==> src/rtl/ems_sram_controller.sv <==
// ----------------------------------------------------------------------------
// ems_sram_controller
//
// Sits between the chipset bus arbiter and an external byte-wide SRAM.
// Conventional RAM (00000-9FFFF) maps straight through to the lower 1 MB of
// the SRAM. A 64 KB EMS page frame made of four 16 KB windows maps into the
// upper 1 MB through four IO-mapped page registers. Each memory access is
// paced by a small FSM that holds the bus not-ready until the SRAM cycle has
// finished.
//
// Ports
//   clock                 system clock, single domain
//   reset_n               asynchronous active-low reset
//   address               latched system address (20 bits)
//   data_bus_in           write data from the internal data bus
//   memory_read_n/_write_n   memory strobes, active low
//   io_read_n/io_write_n     IO strobes, active low
//   ems_enabled           1 = EMS frame and page ports decoded
//   ems_address           frame base: 00=C0000 01=D0000 10=E0000 11=off
//   ram_address_select_n  low while the address hits RAM or an enabled window
//   ram_data_out          registered SRAM read data / page-register readback
//   ram_data_valid        1 when ram_data_out must be muxed onto the bus
//   ram_ready             0 = insert wait states
//   sram_addr             SRAM address (21 bits)
//   sram_data_out         SRAM write data
//   sram_data_oe          1 = drive the SRAM data pins
//   sram_data_in          SRAM read data
//   sram_we_n             SRAM write enable, active low
// ----------------------------------------------------------------------------
module ems_sram_controller #(
    parameter int unsigned WAIT_STATES = 2,
    parameter logic [9:0]  EMS_IO_BASE = 10'h260
) (
    input  logic        clock,
    input  logic        reset_n,
    input  logic [19:0] address,
    input  logic [7:0]  data_bus_in,
    input  logic        memory_read_n,
    input  logic        memory_write_n,
    input  logic        io_read_n,
    input  logic        io_write_n,
    input  logic        ems_enabled,
    input  logic [1:0]  ems_address,
    output logic        ram_address_select_n,
    output logic [7:0]  ram_data_out,
    output logic        ram_data_valid,
    output logic        ram_ready,
    output logic [20:0] sram_addr,
    output logic [7:0]  sram_data_out,
    output logic        sram_data_oe,
    input  logic [7:0]  sram_data_in,
    output logic        sram_we_n
);

    typedef enum logic [1:0] {
        IDLE,
        SETUP,
        ACCESS,
        DONE
    } state_t;

    state_t      state_q;
    logic        isWrite_q;
    logic [2:0]  waitCnt_q;

    logic        memRdPrev_q;
    logic        memWrPrev_q;
    logic        ioWrPrev_q;

    logic [3:0]  ena_q;
    logic [5:0]  page_q [4];

    logic [20:0] sramAddr_q;
    logic [7:0]  sramDataOut_q;
    logic        sramDataOe_q;
    logic        sramWeN_q;
    logic        ramReady_q;
    logic [7:0]  ramDataOut_q;
    logic        ramDataValid_q;

    logic        ramHit;
    logic        emsHit;
    logic        memHit;
    logic [3:0]  frameBase;
    logic [20:0] mappedAddr;
    logic [9:0]  ioOffset;
    logic        ioSel;
    logic [1:0]  ioIdx;
    logic [7:0]  pageReadback;
    logic        rdEdge;
    logic        wrEdge;
    logic        ioWrEdge;
    logic        ioRdActive;

    // Address decode and EMS window translation. The frame base nibble is
    // C, D or E, which is simply 2'b11 followed by ems_address.
    always_comb begin
        frameBase    = {2'b11, ems_address};
        ramHit       = (address < 20'hA0000);
        emsHit       = ems_enabled && (ems_address != 2'b11) &&
                       (address[19:16] == frameBase) && ena_q[address[15:14]];
        memHit       = ramHit || emsHit;
        mappedAddr   = emsHit ? {1'b1, page_q[address[15:14]], address[13:0]}
                              : {1'b0, address};
        ioOffset     = address[9:0] - EMS_IO_BASE;
        ioSel        = ems_enabled && (ioOffset < 10'd4);
        ioIdx        = address[1:0];
        pageReadback = {ena_q[ioIdx], 1'b0, page_q[ioIdx]};
        rdEdge       = memRdPrev_q && !memory_read_n;
        wrEdge       = memWrPrev_q && !memory_write_n;
        ioWrEdge     = ioWrPrev_q && !io_write_n && ioSel;
        ioRdActive   = !io_read_n && ioSel;
    end

    // Strobe history for edge detection, and the page registers. Page writes
    // are accepted in any FSM state; because sram_addr is captured when an
    // access starts, a mid-access page change only affects later accesses.
    always_ff @(posedge clock or negedge reset_n) begin
        if (!reset_n) begin
            memRdPrev_q <= 1'b1;
            memWrPrev_q <= 1'b1;
            ioWrPrev_q  <= 1'b1;
            ena_q       <= '0;
            for (int i = 0; i < 4; i++) begin
                page_q[i] <= '0;
            end
        end else begin
            memRdPrev_q <= memory_read_n;
            memWrPrev_q <= memory_write_n;
            ioWrPrev_q  <= io_write_n;
            if (ioWrEdge) begin
                ena_q[ioIdx]  <= data_bus_in[7];
                page_q[ioIdx] <= data_bus_in[5:0];
            end
        end
    end

    // Access sequencer. Simultaneous read and write edges are treated as a
    // read so the SRAM is never written by an ambiguous cycle. ram_ready is
    // released on the first DONE clock, giving WAIT_STATES+2 not-ready clocks.
    always_ff @(posedge clock or negedge reset_n) begin
        if (!reset_n) begin
            state_q        <= IDLE;
            isWrite_q      <= 1'b0;
            waitCnt_q      <= '0;
            sramAddr_q     <= '0;
            sramDataOut_q  <= '0;
            sramDataOe_q   <= 1'b0;
            sramWeN_q      <= 1'b1;
            ramReady_q     <= 1'b1;
            ramDataOut_q   <= '0;
            ramDataValid_q <= 1'b0;
        end else begin
            case (state_q)
                IDLE: begin
                    ramReady_q     <= 1'b1;
                    ramDataValid_q <= ioRdActive;
                    if (ioRdActive) begin
                        ramDataOut_q <= pageReadback;
                    end
                    if ((rdEdge || wrEdge) && memHit) begin
                        state_q    <= SETUP;
                        ramReady_q <= 1'b0;
                        isWrite_q  <= wrEdge && !rdEdge;
                        sramAddr_q <= mappedAddr;
                        if (wrEdge && !rdEdge) begin
                            sramDataOut_q <= data_bus_in;
                            sramDataOe_q  <= 1'b1;
                        end
                    end
                end
                SETUP: begin
                    waitCnt_q <= 3'(WAIT_STATES - 1);
                    sramWeN_q <= !isWrite_q;
                    state_q   <= ACCESS;
                end
                ACCESS: begin
                    if (waitCnt_q == 3'd0) begin
                        sramWeN_q <= 1'b1;
                        state_q   <= DONE;
                    end else begin
                        waitCnt_q <= waitCnt_q - 3'd1;
                    end
                end
                DONE: begin
                    // First DONE clock completes the access; afterwards wait
                    // for the bus to release both memory strobes.
                    if (!ramReady_q) begin
                        ramReady_q   <= 1'b1;
                        sramDataOe_q <= 1'b0;
                        if (!isWrite_q) begin
                            ramDataOut_q   <= sram_data_in;
                            ramDataValid_q <= 1'b1;
                        end
                    end else if (memory_read_n && memory_write_n) begin
                        state_q        <= IDLE;
                        ramDataValid_q <= 1'b0;
                    end
                end
                default: begin
                    state_q <= IDLE;
                end
            endcase
        end
    end

    assign ram_address_select_n = !memHit;
    assign ram_data_out         = ramDataOut_q;
    assign ram_data_valid       = ramDataValid_q;
    assign ram_ready            = ramReady_q;
    assign sram_addr            = sramAddr_q;
    assign sram_data_out        = sramDataOut_q;
    assign sram_data_oe         = sramDataOe_q;
    assign sram_we_n            = sramWeN_q;

endmodule

==> config.mk <==
export PLATFORM = sky130hd
export DESIGN_NAME = ems_sram_controller
export DESIGN_NICKNAME = d
export VERILOG_FILES = /design/src/rtl/ems_sram_controller.sv
export SDC_FILE = /design/constraint.sdc
export NUM_CORES = 1
export LEC_CHECK = 0
export CORE_MARGIN = 2
export CORE_UTILIZATION = 50
export CTS_BUF_LIST = sky130_fd_sc_hd__clkbuf_4 sky130_fd_sc_hd__clkbuf_8
export CTS_CLUSTER_DIAMETER = 150
export DETAILED_ROUTE_END_ITERATION = 8
export PLACE_DENSITY = 0.8
export RECOVER_POWER = 50
export SETUP_SLACK_MARGIN = 0.2
export SLEW_MARGIN = 20
export SYNTH_ARGS = -nofsm -noshare
export SYNTH_HDL_FRONTEND = slang
export SYNTH_SLANG_ARGS = --single-unit
==> constraint.sdc <==
create_clock -name clock -period 2.7 [get_ports clock]
set_input_delay 0.54 -clock clock [delete_from_list [all_inputs] [get_ports clock]]
set_output_delay 0.54 -clock clock [all_outputs]
set_load 0.01 [all_outputs]
==> qor.yml <==
status: "complete, but fails checks"
failed_checks: "max-capacitance violations, max-slew violations"
r2r_cells: 6
setup_viol: 0
pre_cts_ws_ns: -0.421
cp.arrival_ns: 1.85
synthDominantCellAreaShare_pct: 46.4
fmax_ghz: 0.419
root_buffer: "clkbuf_8"
ys_seq_area_share_pct: 49.7
post_dp_cell_area_um2: 5020
cts_tree: "built"
dr.pass1.iters: 4
initial_core_util_pct: 51.2
htreeDepth: 3
end_kind: "output port"
synth.distinct_cells: 49
drtIter0Drc: 119
ys_warn_count: 0
synthTopCellsByCount: "dfrtp_1, mux2_2, nand2_1"
fp-row-count: 32
drive_gt1_share_pct: 33.9
vias_per_cell: 5.55
clkLatencyLatePin_ns: 0.34
synth.area.top_cells: "dfrtp_1, mux2_2, mux2_4"
wl_per_cell_um: 17.8
hold_depth: 1
netlist_area_um2: 3940
syn2layout_area_growth_pct: 32.2
vias: 2790
fillCellCount: 591
io_buffers: 86
ys_ff_latch: 78
tightest_slew_ns: 1.89
die_area_um2: 8600
clk_pin_slew_ns: 0.07
io_pins: 87
ir_drop_v: 0.000353
coreArea_um2: 7690
dp_hpwl_mm: 6.64
synth-edff-count: 0
final_max_slew_viol_count: 79
synth_most_common_cell: "dfrtp_1"
slew_headroom_pct: -26.3
static-leakage-power_nw: 2.47
final_area_um2: 5200
fin_worst_skew_ns: 0.00913
drv_cap: 1
die_y_um: 92.7
place_congestion: 0.860
grt_antenna_before_repair: 0
postCtsHoldBufs: 0
drcViolationCount: 0
nNetsFinal: 448
die_x_um: 92.7
cp_data_required_time_ns: 2.16
diodes: 0
synth_ff_type: "dfrtp_1"
worst_slack_ns: 0.314
wirelength_mm: 8.97
grt_pass1_wl_mm: 14.7
total_power_mw: 4.26
finalCriticalPeriod_ns: 2.39
syn_nets: 340
gr-total-overflow: 0
p_per_area_nw_per_um2: 819
cp_max_fo: 2
yosys.area.top_type: "dfrtp_1"
hp-class: "register to register"
grt_pass1_vias: 2914
postRouteAntennaNets: 0
worst-setup-path-type: "primary input to output port"
finalCritPeriodShare_pct: 88.4
numCtsBuffers: 9
final_hold_viol_count: 0
max-clock-path-buffers: 2
synth_cells: 288
synth.avg_cell_area_um2: 13.7
async_reset_ff_share_pct: 100
gr-usage-all-layers_pct: 22.2
cp-start-kind: "primary input"
grt_max_degree: 79
cts_sinks: 78
rsz0062_at_grt: "no"
[routing by layer]
metal	global-route usage, %	wire length [µm]
met5	0	0
met4	9.68	187
met3	3.42	374
met2	37.6	4600
met1	28.3	3810
[per-stage QoR]
stage / instances / utilization, % / TNS (ns) / hold slack (ns)
5_1_grt: 503 / 67.7 / 0 / 0.516
2_1_floorplan: 288 / - / 0 / 0.244
3_3_place_gp: 486 / 65.4 / -3.98 / 0.490
3_5_place_dp: 486 / 65.4 / -4.02 / 0.493
6_report: 503 / 67.7 / 0 / 0.510
4_1_cts: 502 / 67.7 / 0 / 0.377
[logic make-up (layout without fill, tap and decap cells)]
kind of cell | count (synthesis) | count (layout) | synth area share, %
AOI/OAI and AO/OA | 31 | 31 | 5.72
adders and majority gates | 7 | 7 | 2.22
buffers and inverters | 21 | 134 | 3.08
xor gates and xnor gates | 1 | 1 | 0.223
muxes | 87 | 87 | 30.4
DFF | 78 | 78 | 49.7
and+or+nand+nor | 63 | 63 | 8.65
[critical path, cell delays in order]
cell,delay [ns]
clkdlybuf4s15_2,0.20
mux4_2,0.51
and3_4,0.17
a21o_4,0.21
inv_1,0.08
buf_2,0.13
[what timing repair did]
action | 4_1_cts | 5_1_grt
gates resized for setup | 8 | 3
buffers inserted | 0 | 1
setup endpoints to repair | 1 | 1
hold endpoints to repair | 0 | 0
[power by group]
| group | internal [mW] | leakage, nW | total, mW | switching (mW) |
|---|---|---|---|---|
| clock | 0.341 | 0.0855 | 0.762 | 0.422 |
| sequential | 1.49 | 0.998 | 1.68 | 0.192 |
| combinational | 1.06 | 1.39 | 1.82 | 0.756 |
| total | 2.89 | 2.47 | 4.26 | 1.37 |
[registers in the layout, summed over array words and instances (netlist names), 2 cells and up]
| signal | count |
|---|---|
| ena_q | 4 |
| sram_addr | 21 |
| state_q | 2 |
| ram_data_out | 8 |
| sram_data_out | 8 |
| waitCnt_q | 3 |
| page_q | 24 |
[final cells by class]
type                    instances  area (µm²)  share of cell area (%)
well taps                     102         128                    2.45
flip-flops and latches         78        1960                    37.6
clock buffers                  10         131                    2.52
clock inverters                 6        38.8                   0.745
inverters                       9        33.8                   0.649
repair buffers                109        1050                    20.2
multi-input cells             189        1860                    35.8
[placed cells by master (no fill, tap or decap), drive strengths merged, types with 2 or more instances in the layout]
cell type / count
a21oi: 5
a31oi: 8
and3: 2
buf: 24
clkbuf: 11
clkdlybuf4s50: 64
clkinv: 5
clkinvlp: 2
dfrtp: 73
dfstp: 5
dlygate4sd3: 17
ha: 7
inv: 8
mux2: 70
mux2i: 5
mux4: 12
nand2: 26
nand2b: 5
nand3: 4
nand3b: 2
nand4: 2
nand4b: 2
nor2: 9
nor2b: 5
o21ai: 5
o31a: 2
o31ai: 2
[worst paths after layout]
| path | start | to | slack, ns |
|---|---|---|---|
| worst min-delay path | sram_addr[12]$_DFFE_PN0P_ | sram_addr[12]$_DFFE_PN0P_ | 0.51 |
| min in group asynchronous | reset_n | sram_addr[9]$_DFFE_PN0P_ | 0.70 |
| worst max-delay path | address[14] | ram_address_select_n | 0.31 |
| worst max register to register | state_q[0]$_DFFE_PN0P_ | state_q[1]$_DFFE_PN0P_ | 0.45 |
| max in group asynchronous | reset_n | sram_addr[18]$_DFFE_PN0P_ | 0.85 |
| worst min register to register | sram_addr[12]$_DFFE_PN0P_ | sram_addr[12]$_DFFE_PN0P_ | 0.51 |
Note: power is estimated with default switching activity, not from simulation.
